==> src/rtl/rst_seq_pkg.sv <==
// Shared types and width helpers for the staged reset-release sequencer.
package rst_seq_pkg;

  // Sequencer states
  typedef enum logic [2:0] {
    ST_IDLE  = 3'd0,
    ST_GAP   = 3'd1,
    ST_WAIT  = 3'd2,
    ST_RUN   = 3'd3,
    ST_ERROR = 3'd4
  } state_t;

  // Width of the shared gap/timeout counter; never narrower than one bit
  function automatic int cnt_width(input int gap, input int timeout);
    int m;
    m = (gap > timeout) ? gap : timeout;
    return (m < 32'sd2) ? 32'sd1 : $clog2(m);
  endfunction

  // Width of a stage index; never narrower than one bit
  function automatic int idx_width(input int nstage);
    return (nstage < 32'sd2) ? 32'sd1 : $clog2(nstage);
  endfunction

endpackage

==> src/rtl/rst_sequencer_if.sv <==
// Bundle between the sequencer and the reset domains it controls.
interface rst_sequencer_if
  import rst_seq_pkg::*;
#(
  parameter int NSTAGE = 4
) ();
  localparam int IDX_W = idx_width(NSTAGE);

  logic              rstgen;
  logic [NSTAGE-1:0] stage_done;
  logic [NSTAGE-1:0] stage_rst_n;
  logic              all_ready;
  logic              timeout_err;
  logic [IDX_W-1:0]  err_stage;

  // Sequencer side
  modport master (
    input  rstgen, stage_done,
    output stage_rst_n, all_ready, timeout_err, err_stage
  );

  // Reset generator / downstream domain side
  modport slave (
    output rstgen, stage_done,
    input  stage_rst_n, all_ready, timeout_err, err_stage
  );
endinterface

==> src/rtl/rst_seq_timer.sv <==
// Clearable up-counter shared by the gap and the done-wait phases.
// hit is high while the count equals the compare value.
module rst_seq_timer #(
  parameter int W = 4
) (
  input  logic         CLK,
  input  logic         nRST,
  input  logic         clr,
  input  logic         en,
  input  logic [W-1:0] cmp,
  output logic         hit
);
  logic [W-1:0] cnt_r;

  // Count register: clear has priority over enable
  always_ff @(posedge CLK) begin
    if (!nRST) begin
      cnt_r <= {W{1'b0}};
    end else if (clr) begin
      cnt_r <= {W{1'b0}};
    end else if (en) begin
      cnt_r <= cnt_r + W'(1'b1);
    end else begin
      cnt_r <= cnt_r;
    end
  end

  assign hit = (cnt_r == cmp);
endmodule

==> src/rtl/rst_sequencer.sv <==
// Staged reset-release sequencer: releases NSTAGE domains in order, one
// gap apart, waiting for each domain's done before moving on. A missing
// done raises a sticky timeout and returns every domain to reset.
module rst_sequencer
  import rst_seq_pkg::*;
#(
  parameter int NSTAGE  = 4,
  parameter int GAP     = 16,
  parameter int TIMEOUT = 1024
) (
  input  logic             CLK,
  input  logic             nRST,
  rst_sequencer_if.master  bus
);
  localparam int IDX_W = idx_width(NSTAGE);
  localparam int CNT_W = cnt_width(GAP, TIMEOUT);
  localparam logic [IDX_W-1:0] LAST_IDX = IDX_W'(NSTAGE - 32'sd1);
  localparam logic [CNT_W-1:0] GAP_CMP  = CNT_W'(GAP - 32'sd1);
  localparam logic [CNT_W-1:0] TMO_CMP  = CNT_W'(TIMEOUT - 32'sd1);

  state_t            state_r, state_nxt_s;
  logic [IDX_W-1:0]  idx_r, idx_nxt_s;
  logic [NSTAGE-1:0] idx_oh_s;
  logic              done_s;

  logic              tmr_active_s, tmr_clr_s, tmr_en_s, tmr_hit_s;
  logic [CNT_W-1:0]  tmr_cmp_s;

  logic [NSTAGE-1:0] stage_rst_n_r, stage_rst_n_nxt_s;
  logic              all_ready_r, all_ready_nxt_s;
  logic              timeout_err_r, timeout_err_nxt_s;
  logic [IDX_W-1:0]  err_stage_r, err_stage_nxt_s;

  // Decode the current stage and pick out only its done bit
  always_comb begin
    done_s = 1'b0;
    for (int i = 0; i < NSTAGE; i++) begin
      idx_oh_s[i] = (idx_r == IDX_W'(i));
      done_s      = done_s | (bus.stage_done[i] & idx_oh_s[i]);
    end
  end

  // One counter serves both phases; it restarts on every state change
  assign tmr_cmp_s    = (state_r == ST_GAP) ? GAP_CMP : TMO_CMP;
  assign tmr_active_s = (state_r == ST_GAP) || (state_r == ST_WAIT);
  assign tmr_clr_s    = !tmr_active_s || (state_nxt_s != state_r);
  assign tmr_en_s     = !tmr_clr_s;

  rst_seq_timer #(.W(CNT_W)) u_timer (
    .CLK  (CLK),
    .nRST (nRST),
    .clr  (tmr_clr_s),
    .en   (tmr_en_s),
    .cmp  (tmr_cmp_s),
    .hit  (tmr_hit_s)
  );

  // State and stage index registers
  always_ff @(posedge CLK) begin
    if (!nRST) begin
      state_r <= ST_IDLE;
      idx_r   <= {IDX_W{1'b0}};
    end else begin
      state_r <= state_nxt_s;
      idx_r   <= idx_nxt_s;
    end
  end

  // Next state; a low rstgen sends everything back to IDLE from anywhere
  always_comb begin
    state_nxt_s = state_r;
    idx_nxt_s   = idx_r;
    if (!bus.rstgen) begin
      state_nxt_s = ST_IDLE;
      idx_nxt_s   = {IDX_W{1'b0}};
    end else begin
      case (state_r)
        ST_IDLE: begin
          state_nxt_s = ST_GAP;
          idx_nxt_s   = {IDX_W{1'b0}};
        end
        ST_GAP: begin
          if (tmr_hit_s) begin
            state_nxt_s = ST_WAIT;
          end else begin
            state_nxt_s = ST_GAP;
          end
        end
        ST_WAIT: begin
          // done wins over a timeout on the same edge
          if (done_s) begin
            if (idx_r == LAST_IDX) begin
              state_nxt_s = ST_RUN;
            end else begin
              state_nxt_s = ST_GAP;
              idx_nxt_s   = idx_r + IDX_W'(1'b1);
            end
          end else if (tmr_hit_s) begin
            state_nxt_s = ST_ERROR;
          end else begin
            state_nxt_s = ST_WAIT;
          end
        end
        ST_RUN:   state_nxt_s = ST_RUN;
        ST_ERROR: state_nxt_s = ST_ERROR;
        default: begin
          state_nxt_s = ST_IDLE;
          idx_nxt_s   = {IDX_W{1'b0}};
        end
      endcase
    end
  end

  // Next output values, computed from the transition being taken
  always_comb begin
    stage_rst_n_nxt_s = stage_rst_n_r;
    all_ready_nxt_s   = all_ready_r;
    timeout_err_nxt_s = timeout_err_r;
    err_stage_nxt_s   = err_stage_r;
    if (!bus.rstgen) begin
      stage_rst_n_nxt_s = {NSTAGE{1'b0}};
      all_ready_nxt_s   = 1'b0;
    end else begin
      case (state_r)
        ST_IDLE: begin
          stage_rst_n_nxt_s = {NSTAGE{1'b0}};
          all_ready_nxt_s   = 1'b0;
        end
        ST_GAP: begin
          if (tmr_hit_s) begin
            stage_rst_n_nxt_s = stage_rst_n_r | idx_oh_s;
          end else begin
            stage_rst_n_nxt_s = stage_rst_n_r;
          end
        end
        ST_WAIT: begin
          if (done_s) begin
            if (idx_r == LAST_IDX) begin
              all_ready_nxt_s = 1'b1;
            end else begin
              all_ready_nxt_s = all_ready_r;
            end
          end else if (tmr_hit_s) begin
            stage_rst_n_nxt_s = {NSTAGE{1'b0}};
            timeout_err_nxt_s = 1'b1;
            err_stage_nxt_s   = idx_r;
          end else begin
            stage_rst_n_nxt_s = stage_rst_n_r;
          end
        end
        ST_RUN:   all_ready_nxt_s = all_ready_r;
        ST_ERROR: stage_rst_n_nxt_s = {NSTAGE{1'b0}};
        default: begin
          stage_rst_n_nxt_s = {NSTAGE{1'b0}};
          all_ready_nxt_s   = 1'b0;
        end
      endcase
    end
  end

  // Output registers; timeout flag and stage survive everything but nRST
  always_ff @(posedge CLK) begin
    if (!nRST) begin
      stage_rst_n_r <= {NSTAGE{1'b0}};
      all_ready_r   <= 1'b0;
      timeout_err_r <= 1'b0;
      err_stage_r   <= {IDX_W{1'b0}};
    end else begin
      stage_rst_n_r <= stage_rst_n_nxt_s;
      all_ready_r   <= all_ready_nxt_s;
      timeout_err_r <= timeout_err_nxt_s;
      err_stage_r   <= err_stage_nxt_s;
    end
  end

  assign bus.stage_rst_n = stage_rst_n_r;
  assign bus.all_ready   = all_ready_r;
  assign bus.timeout_err = timeout_err_r;
  assign bus.err_stage   = err_stage_r;
endmodule

==> src/flat_wrapper.sv <==
// flat-port wrapper written by rule: the top's interface ports become plain ports
module rst_sequencer_flat import rst_seq_pkg::*;
#(
  parameter int NSTAGE  = 4,
  parameter int GAP     = 16,
  parameter int TIMEOUT = 1024
)
  (CLK, nRST, bus_rstgen, bus_stage_done, bus_stage_rst_n, bus_all_ready, bus_timeout_err, bus_err_stage);
  rst_sequencer_if #(.NSTAGE(NSTAGE)) bus_i ();
  input  logic CLK;
  input  logic nRST;
  input wire logic [$bits(bus_i.rstgen)-1:0] bus_rstgen;
  input wire logic [$bits(bus_i.stage_done)-1:0] bus_stage_done;
  output wire logic [$bits(bus_i.stage_rst_n)-1:0] bus_stage_rst_n;
  output wire logic [$bits(bus_i.all_ready)-1:0] bus_all_ready;
  output wire logic [$bits(bus_i.timeout_err)-1:0] bus_timeout_err;
  output wire logic [$bits(bus_i.err_stage)-1:0] bus_err_stage;
  assign bus_i.rstgen = bus_rstgen;
  assign bus_i.stage_done = bus_stage_done;
  assign bus_stage_rst_n = bus_i.stage_rst_n;
  assign bus_all_ready = bus_i.all_ready;
  assign bus_timeout_err = bus_i.timeout_err;
  assign bus_err_stage = bus_i.err_stage;
  rst_sequencer #(.NSTAGE(NSTAGE), .GAP(GAP), .TIMEOUT(TIMEOUT)) u_core (.CLK(CLK), .nRST(nRST), .bus(bus_i));
endmodule
==> config.mk <==
export PLATFORM = sky130hd
export DESIGN_NAME = rst_sequencer_flat
export DESIGN_NICKNAME = d
export VERILOG_FILES = /design/src/rtl/rst_seq_pkg.sv /design/src/rtl/rst_sequencer_if.sv /design/src/rtl/rst_seq_timer.sv /design/src/rtl/rst_sequencer.sv /design/src/flat_wrapper.sv
export SDC_FILE = /design/constraint.sdc
export NUM_CORES = 1
export LEC_CHECK = 0
export ABC_AREA = 1
export CAP_MARGIN = 10
export CORE_MARGIN = 5
export CORE_UTILIZATION = 40
export DETAILED_ROUTE_END_ITERATION = 7
export GPL_ROUTABILITY_DRIVEN = 1
export PLACE_DENSITY = 0.61
export SYNTH_ARGS = -nofsm -noshare
export SYNTH_HDL_FRONTEND = slang
export SYNTH_SLANG_ARGS = --single-unit
==> constraint.sdc <==
create_clock -name CLK -period 1.6 [get_ports CLK]
set_clock_uncertainty 0.1 [all_clocks]
set_input_delay 0.16 -clock CLK [delete_from_list [all_inputs] [get_ports CLK]]
set_output_delay 0.16 -clock CLK [all_outputs]
set_load 0.005 [all_outputs]
After elaboration in Yosys (flattened, before gate mapping)
Cells that the tools add are included.
{"block": "totals", "reg_bits": 23, "input_bits": 7, "out_inout_bits": 8}
{"block": "classes", "n_addsub": 2, "eq_ne": 15, "muxes": 17, "bitwise": 12, "reduce_logical": 12}
{"op": "$pmux W3 S5", "n": 1}
{"op": "$mux W4", "n": 3}
{"op": "$pmux W4 S3", "n": 1}
{"op": "$add A10 B1 Y10 const B", "n": 1}
{"op": "$eq A10 B10 Y1", "n": 1}
{"op": "$mux W10", "n": 1}
{"op": "$mux W3", "n": 3}
{"op": "$mux W2", "n": 4}
{"op": "$ne A2 B1 Y1 const B", "n": 4}
{"op": "$reduce_and A4 Y1", "n": 2}
{"op": "$eq A3 B2 Y1 const B", "n": 2}
{"op": "$reduce_and A3 Y1", "n": 2}
{"op": "$and A1 B1 Y1", "n": 4}
{"op": "$eq A2 B2 Y1 const B", "n": 2}
{"op": "$ne A2 B2 Y1 const B", "n": 2}
{"op": "$not A1 Y1", "n": 4}
{"op": "$or A4 B4 Y4", "n": 1}
{"op": "$pmux W2 S2", "n": 1}
{"op": "$eq A3 B1 Y1 const B", "n": 1}
{"op": "$eq A3 B3 Y1 const B", "n": 1}
{"op": "$logic_not A3 Y1", "n": 1}
{"op": "$ne A3 B3 Y1", "n": 1}
{"op": "$or A1 B1 Y1", "n": 3}
{"op": "$reduce_or A3 Y1", "n": 1}
{"op": "other kinds (9)", "n": 11}

Logic depth before layout (Yosys ltp)
{"block": "logic_depth", "depth_word": 11, "depth_mapped": 15, "ltp_nobuf": 15}

Modules after synthesis
A second synthesis with hierarchy kept.
{"block": "unflattened", "cells_unflattened": 239, "hier_area_um2": 1468.9}
{"mod": "rst_sequencer", "n_inst": 1, "cells_each": 125, "area_each_um2": 814.5, "seq_area_each_um2": 260.2}
{"mod": "rst_seq_timer", "n_inst": 1, "cells_each": 114, "area_each_um2": 654.4, "seq_area_each_um2": 200.2}

Least setup slack after synthesis
OpenSTA, ideal clock, no wires.
{"block": "synth_path", "path_kind": "register to register", "startpoint": "register u_core.idx_r[0]", "endpoint": "register u_core.u_timer.cnt_r[2]", "setup_time_ns": 0.117, "t_arrival_ns": 1.505, "setup_slack_ns": -0.122, "path_stages_with_launch": 15, "n_path_buf": 0, "synth_period_minus_slack_ns": 1.722, "path_cell_list": "dfxtp_1 > inv_1 > ha_1 > nand2_1 > nand3_1 > inv_1 > nand2_1 > nor2_2 > nand2_2 > nand2_1 > nor2_1 > nand2_1 > nor2_2 > nand2_4 > nor2_2"}
{"block": "synth_between", "elab_chain_cells": 11}
{"element": "start: declaration", "line": "rst_sequencer.sv:22", "text": "logic [IDX_W-1:0] idx_r, idx_nxt_s;"}
{"element": "start signal: assignment", "line": "rst_sequencer.sv:62", "text": "idx_r <= {IDX_W{1'b0}};"}
{"element": "start signal: assignment", "line": "rst_sequencer.sv:65", "text": "idx_r <= idx_nxt_s;"}
{"element": "$eq A2 B1 Y1 / $logic_not A2 Y1 (equally long branches)", "line": "rst_sequencer.sv:38", "text": "idx_oh_s[i] = (idx_r == IDX_W'(i));"}
{"element": "$and A1 B1 Y1", "line": "rst_sequencer.sv:39", "text": "done_s = done_s | (bus.stage_done[i] & idx_oh_s[i]);"}
{"element": "$or A1 B1 Y1 (3 in a row)", "line": "rst_sequencer.sv:39"}
{"element": "$mux W3 (*)", "line": "rst_sequencer.sv:91", "text": "if (done_s) begin"}
{"element": "$pmux W3 S5 (*)", "line": "rst_sequencer.sv:77", "text": "case (state_r)"}
{"element": "$mux W3 (*)", "line": "rst_sequencer.sv:73", "text": "if (!bus.rstgen) begin"}
{"element": "$ne A3 B3 Y1 (*)", "line": "rst_sequencer.sv:46", "text": "assign tmr_clr_s = !tmr_active_s || (state_nxt_s != state_r);"}
{"element": "$logic_or A1 B1 Y1 (*)", "line": "rst_sequencer.sv:46"}
{"element": "$reduce_or A2 Y1 (no source line) (*)"}
{"element": "end signal: assignment", "line": "rst_seq_timer.sv:20", "text": "cnt_r <= {W{1'b0}};"}
{"element": "end signal: assignment", "line": "rst_seq_timer.sv:22", "text": "cnt_r <= cnt_r + W'(1'b1);"}
{"element": "end signal: assignment", "line": "rst_seq_timer.sv:24", "text": "cnt_r <= cnt_r;"}
{"element": "end: declaration", "line": "rst_seq_timer.sv:13", "text": "logic [W-1:0] cnt_r;"}
Every way passes the cells marked *; elsewhere a longest branch is shown, timed or not.
A chain may end at the register's enable or synchronous reset.

Worst setup path after layout
{"block": "layout_path", "startpoint": "register u_core.idx_r[0]", "endpoint": "register u_core.u_timer.cnt_r[6]"}
Same word-level chain as after synthesis.

==> impl_metrics.py <==
metrics = {
    "critical_path": {
        "cp_max_fo": 5,
        "critPathTopFamily": "simple AND/OR/NAND/NOR gates",
        "cp_slowest_cell": "dfxtp_4",
        "critPathKind": "reg2reg",
        "crit_path_cell_trace": "inv_4 -> ha_4 -> nand2_2 -> nand3_2 -> inv_2 -> nand3_2 -> nand2_2 -> nand3_4 -> nand3_2 -> nand2_2 -> nor2_4 -> nand2_4 -> nor2_2",
        "endpoint_kind": "flip-flop",
        "critPathBufInv": 2,
        "start_kind": "flip-flop",
        "cp.arrival_ns": 1.92,
        "cp.depth": 13,
        "slowest_delay_ns": 0.41,
        "critPathRequiredTime_ns": 1.76,
        "ff2ff_path_depth": 13,
    },
    "yosys": {
        "async_flop_share_pct": 0,
        "syn_inst": 161,
        "syn_area_per_cell_sq_um": 7.62,
        "synth_top_area_share_pct": 37.6,
        "yosysWarningCount": 0,
        "synth_nets": 173,
        "syn_area_sq_um": 1230,
        "seq_area_frac_synth_pct": 37.6,
        "synthFlopType": "dfxtp_1",
        "synth-edff-count": 0,
        "yosys-top-cells-area": "dfxtp_1 (38%), nand2_1 (8.0%), nor2_2 (6.6%)",
        "synthTopCellsByCount": "nand2_1 (26), dfxtp_1 (23), inv_1 (19)",
        "synth_largest_area_cell": "dfxtp_1",
        "synth-seq-cells": 23,
        "synth_cell_type_count": 24,
        "synth.most_common_cell": "nand2_1",
    },
    "floorplanning": {
        "start_util_pct": 40.8,
        "die_h_um": 65.4,
        "dieArea_sq_um": 4270,
        "chipWidth_um": 65.4,
        "coreArea_sq_um": 3000,
        "row_count": 20,
        "io_pins": 15,
    },
    "route": {
        "drt_iter0_markers": 22,
        "firstDrtPassIters": 4,
        "viasPerCell": 4.73,
        "drtAntennaViolNets": 0,
        "wl_per_cell_um": 11.1,
        "num_vias": 1136,
        "wl_mm": 2.66,
        "drcViolationCount": 0,
    },
    "pwr": {
        "p_total_mw": 0.949,
        "cellPowerDensity_nw_per_um2": 527,
        "ir_drop_mv": 0.561,
        "power.leakage_nw": 0.700,
    },
    "timing": {
        "finalMaxSlewViolations": 0,
        "min_period_ns": 1.76,
        "post-route-period-util_pct": 110,
        "fmax_ghz": 0.570,
        "hold_violations": 0,
        "rsz0062_at_grt": "yes",
        "relSlewSlack_pct": 87.3,
        "finalSetupViolCount": 15,
        "whs_ns": 0.352,
        "fin_ws_ns": -0.155,
        "tightest_slew_ns": 0.191,
    },
    "clock_tree": {
        "insertion_delay_ns": 0.32,
        "numCtsBuffers": 3,
        "clk_pin_slew_ns": 0.13,
        "cts.htree.levels": 1,
        "cts_num_sinks": 23,
        "cts_tree": "built",
        "cts_hold_buf": 0,
        "cts_root_buf": "clkbuf_4",
        "ctsLongestPathBuffers": 2,
    },
    "outcome": {
        "status": "finished, violations left",
        "violations": "negative setup slack",
    },
    "layout": {
        "drive_gt1_share_pct": 42.5,
        "antenna_cells": 0,
        "syn2layout_area_growth_pct": 46.8,
        "fin_nets": 220,
        "fin_util_pct": 60.0,
        "fillers": 280,
    },
    "min_path": {
        "hold_path_class": "reg2reg",
        "worstHoldPathCells": 2,
    },
    "place": {
        "dp_hpwl_mm": 2.03,
        "gp_congestion": 0.772,
        "port_buffers": 14,
    },
    "flow_run": {
        "cap_violations": 0,
    },
    "grt": {
        "antenna_found_initial": 0,
        "grt_pass1_vias": 1153,
        "track_usage_pct": 14.0,
        "grt_pass1_wl_mm": 4.73,
        "grt_max_degree": 13,
        "grt_overflow": 0,
    },
}
## state kept, by name, summed over array words and instances, names as in the netlist
name / cells
u_core.bus.all_ready: 1
u_core.bus.timeout_err: 1
u_core.idx_r: 2
u_core.bus.stage_rst_n: 4
u_core.u_timer.cnt_r: 10
u_core.state_r: 3
u_core.bus.err_stage: 2
## worst reg2reg max path, cell delays in order (launching register included)
cell	delay, ns
dfxtp_4	0.41
inv_4	0.06
ha_4	0.16
nand2_2	0.06
nand3_2	0.08
inv_2	0.08
nand3_2	0.08
nand2_2	0.10
nand3_4	0.08
nand3_2	0.07
nand2_2	0.07
nor2_4	0.15
nand2_4	0.10
nor2_2	0.11
## placed cells by master, fill, tap and decap left out, types with 2 or more instances in the layout
cell type,n
a21oi_1,12
buf_4,27
clkbuf_4,3
clkdlybuf4s50_1,14
dfxtp_1,20
dfxtp_4,2
ha_4,4
inv_1,16
inv_2,4
inv_4,2
nand2_1,20
nand2_2,14
nand2_4,5
nand3_1,6
nand3_2,5
nand3_4,2
nor2_1,13
nor2_2,10
nor2_4,5
o21ai_1,2
xnor2_1,2
xor2_1,6
## metrics by stage
stage / setup TNS (ns) / setup WS (ns) / std cells / area [sq um]
after detailed placement: -1.73 / -0.160 / 230 / 1670
final: -1.79 / -0.155 / 240 / 1800
after global placement: -1.47 / -0.145 / 230 / 1670
after global routing: -4.00 / -0.287 / 240 / 1800
after CTS: -2.01 / -0.173 / 237 / 1750
after floorplan: -0.0126 / -0.00238 / 161 / 1320
## timing repair
item,CTS,global route
gates resized for setup,9,9
endpoints found under the setup margin,16,22
buffers inserted,2,3
cloned,1,0
pin swaps,5,10
## path summary, 6_finish.rpt
| check | slack [ns] | start | to |
|---|---|---|---|
| worst max-delay path | -0.16 | u_core.idx_r[0] | u_core.u_timer.cnt_r[6] |
| worst max register to register | -0.16 | u_core.idx_r[0] | u_core.u_timer.cnt_r[6] |
| worst min-delay path | 0.35 | u_core.bus.stage_rst_n[2] | u_core.bus.stage_rst_n[2] |
| worst min register to register | 0.35 | u_core.bus.stage_rst_n[2] | u_core.bus.stage_rst_n[2] |
## per-layer routing
layer	part of all wire, %	vias up	routed length, um	track usage (%)
met1	47	518	1250	17.5
met3	3.4	7	91	4.27
met5	0	-	0	0
met2	48	16	1270	23.0
met4	1.7	0	46	3.89
li1	-	595	-	-
## report_power, final
group          total (mW)  switching [mW]  internal (mW)  leakage (nW)
Clock               0.273           0.175         0.0976        0.0150
Combinational      0.0998          0.0527         0.0470         0.497
Sequential          0.576         0.00318          0.573         0.188
Total               0.949           0.231          0.717         0.700
## kinds of logic after synthesis
| logic type | Yosys count | synth area share (%) |
|---|---|---|
| simple gates | 83 | 35.9 |
| buf+inv | 23 | 7.35 |
| flops | 23 | 37.6 |
| compound gates | 19 | 8.37 |
| xor+xnor | 8 | 5.71 |
| fa+ha+maj | 5 | 5.10 |
## layout make-up
| class | count | area (sq um) | share of cell area (%) |
|---|---|---|---|
| clock buffers | 4 | 26.3 | 1.46 |
| inverters | 22 | 87.6 | 4.86 |
| multi-input cells | 116 | 822 | 45.7 |
| flip-flops and latches | 23 | 469 | 26.1 |
| well taps | 33 | 41.3 | 2.29 |
| repair buffers | 42 | 354 | 19.7 |
Note: power is estimated with default switching activity, not from simulation.
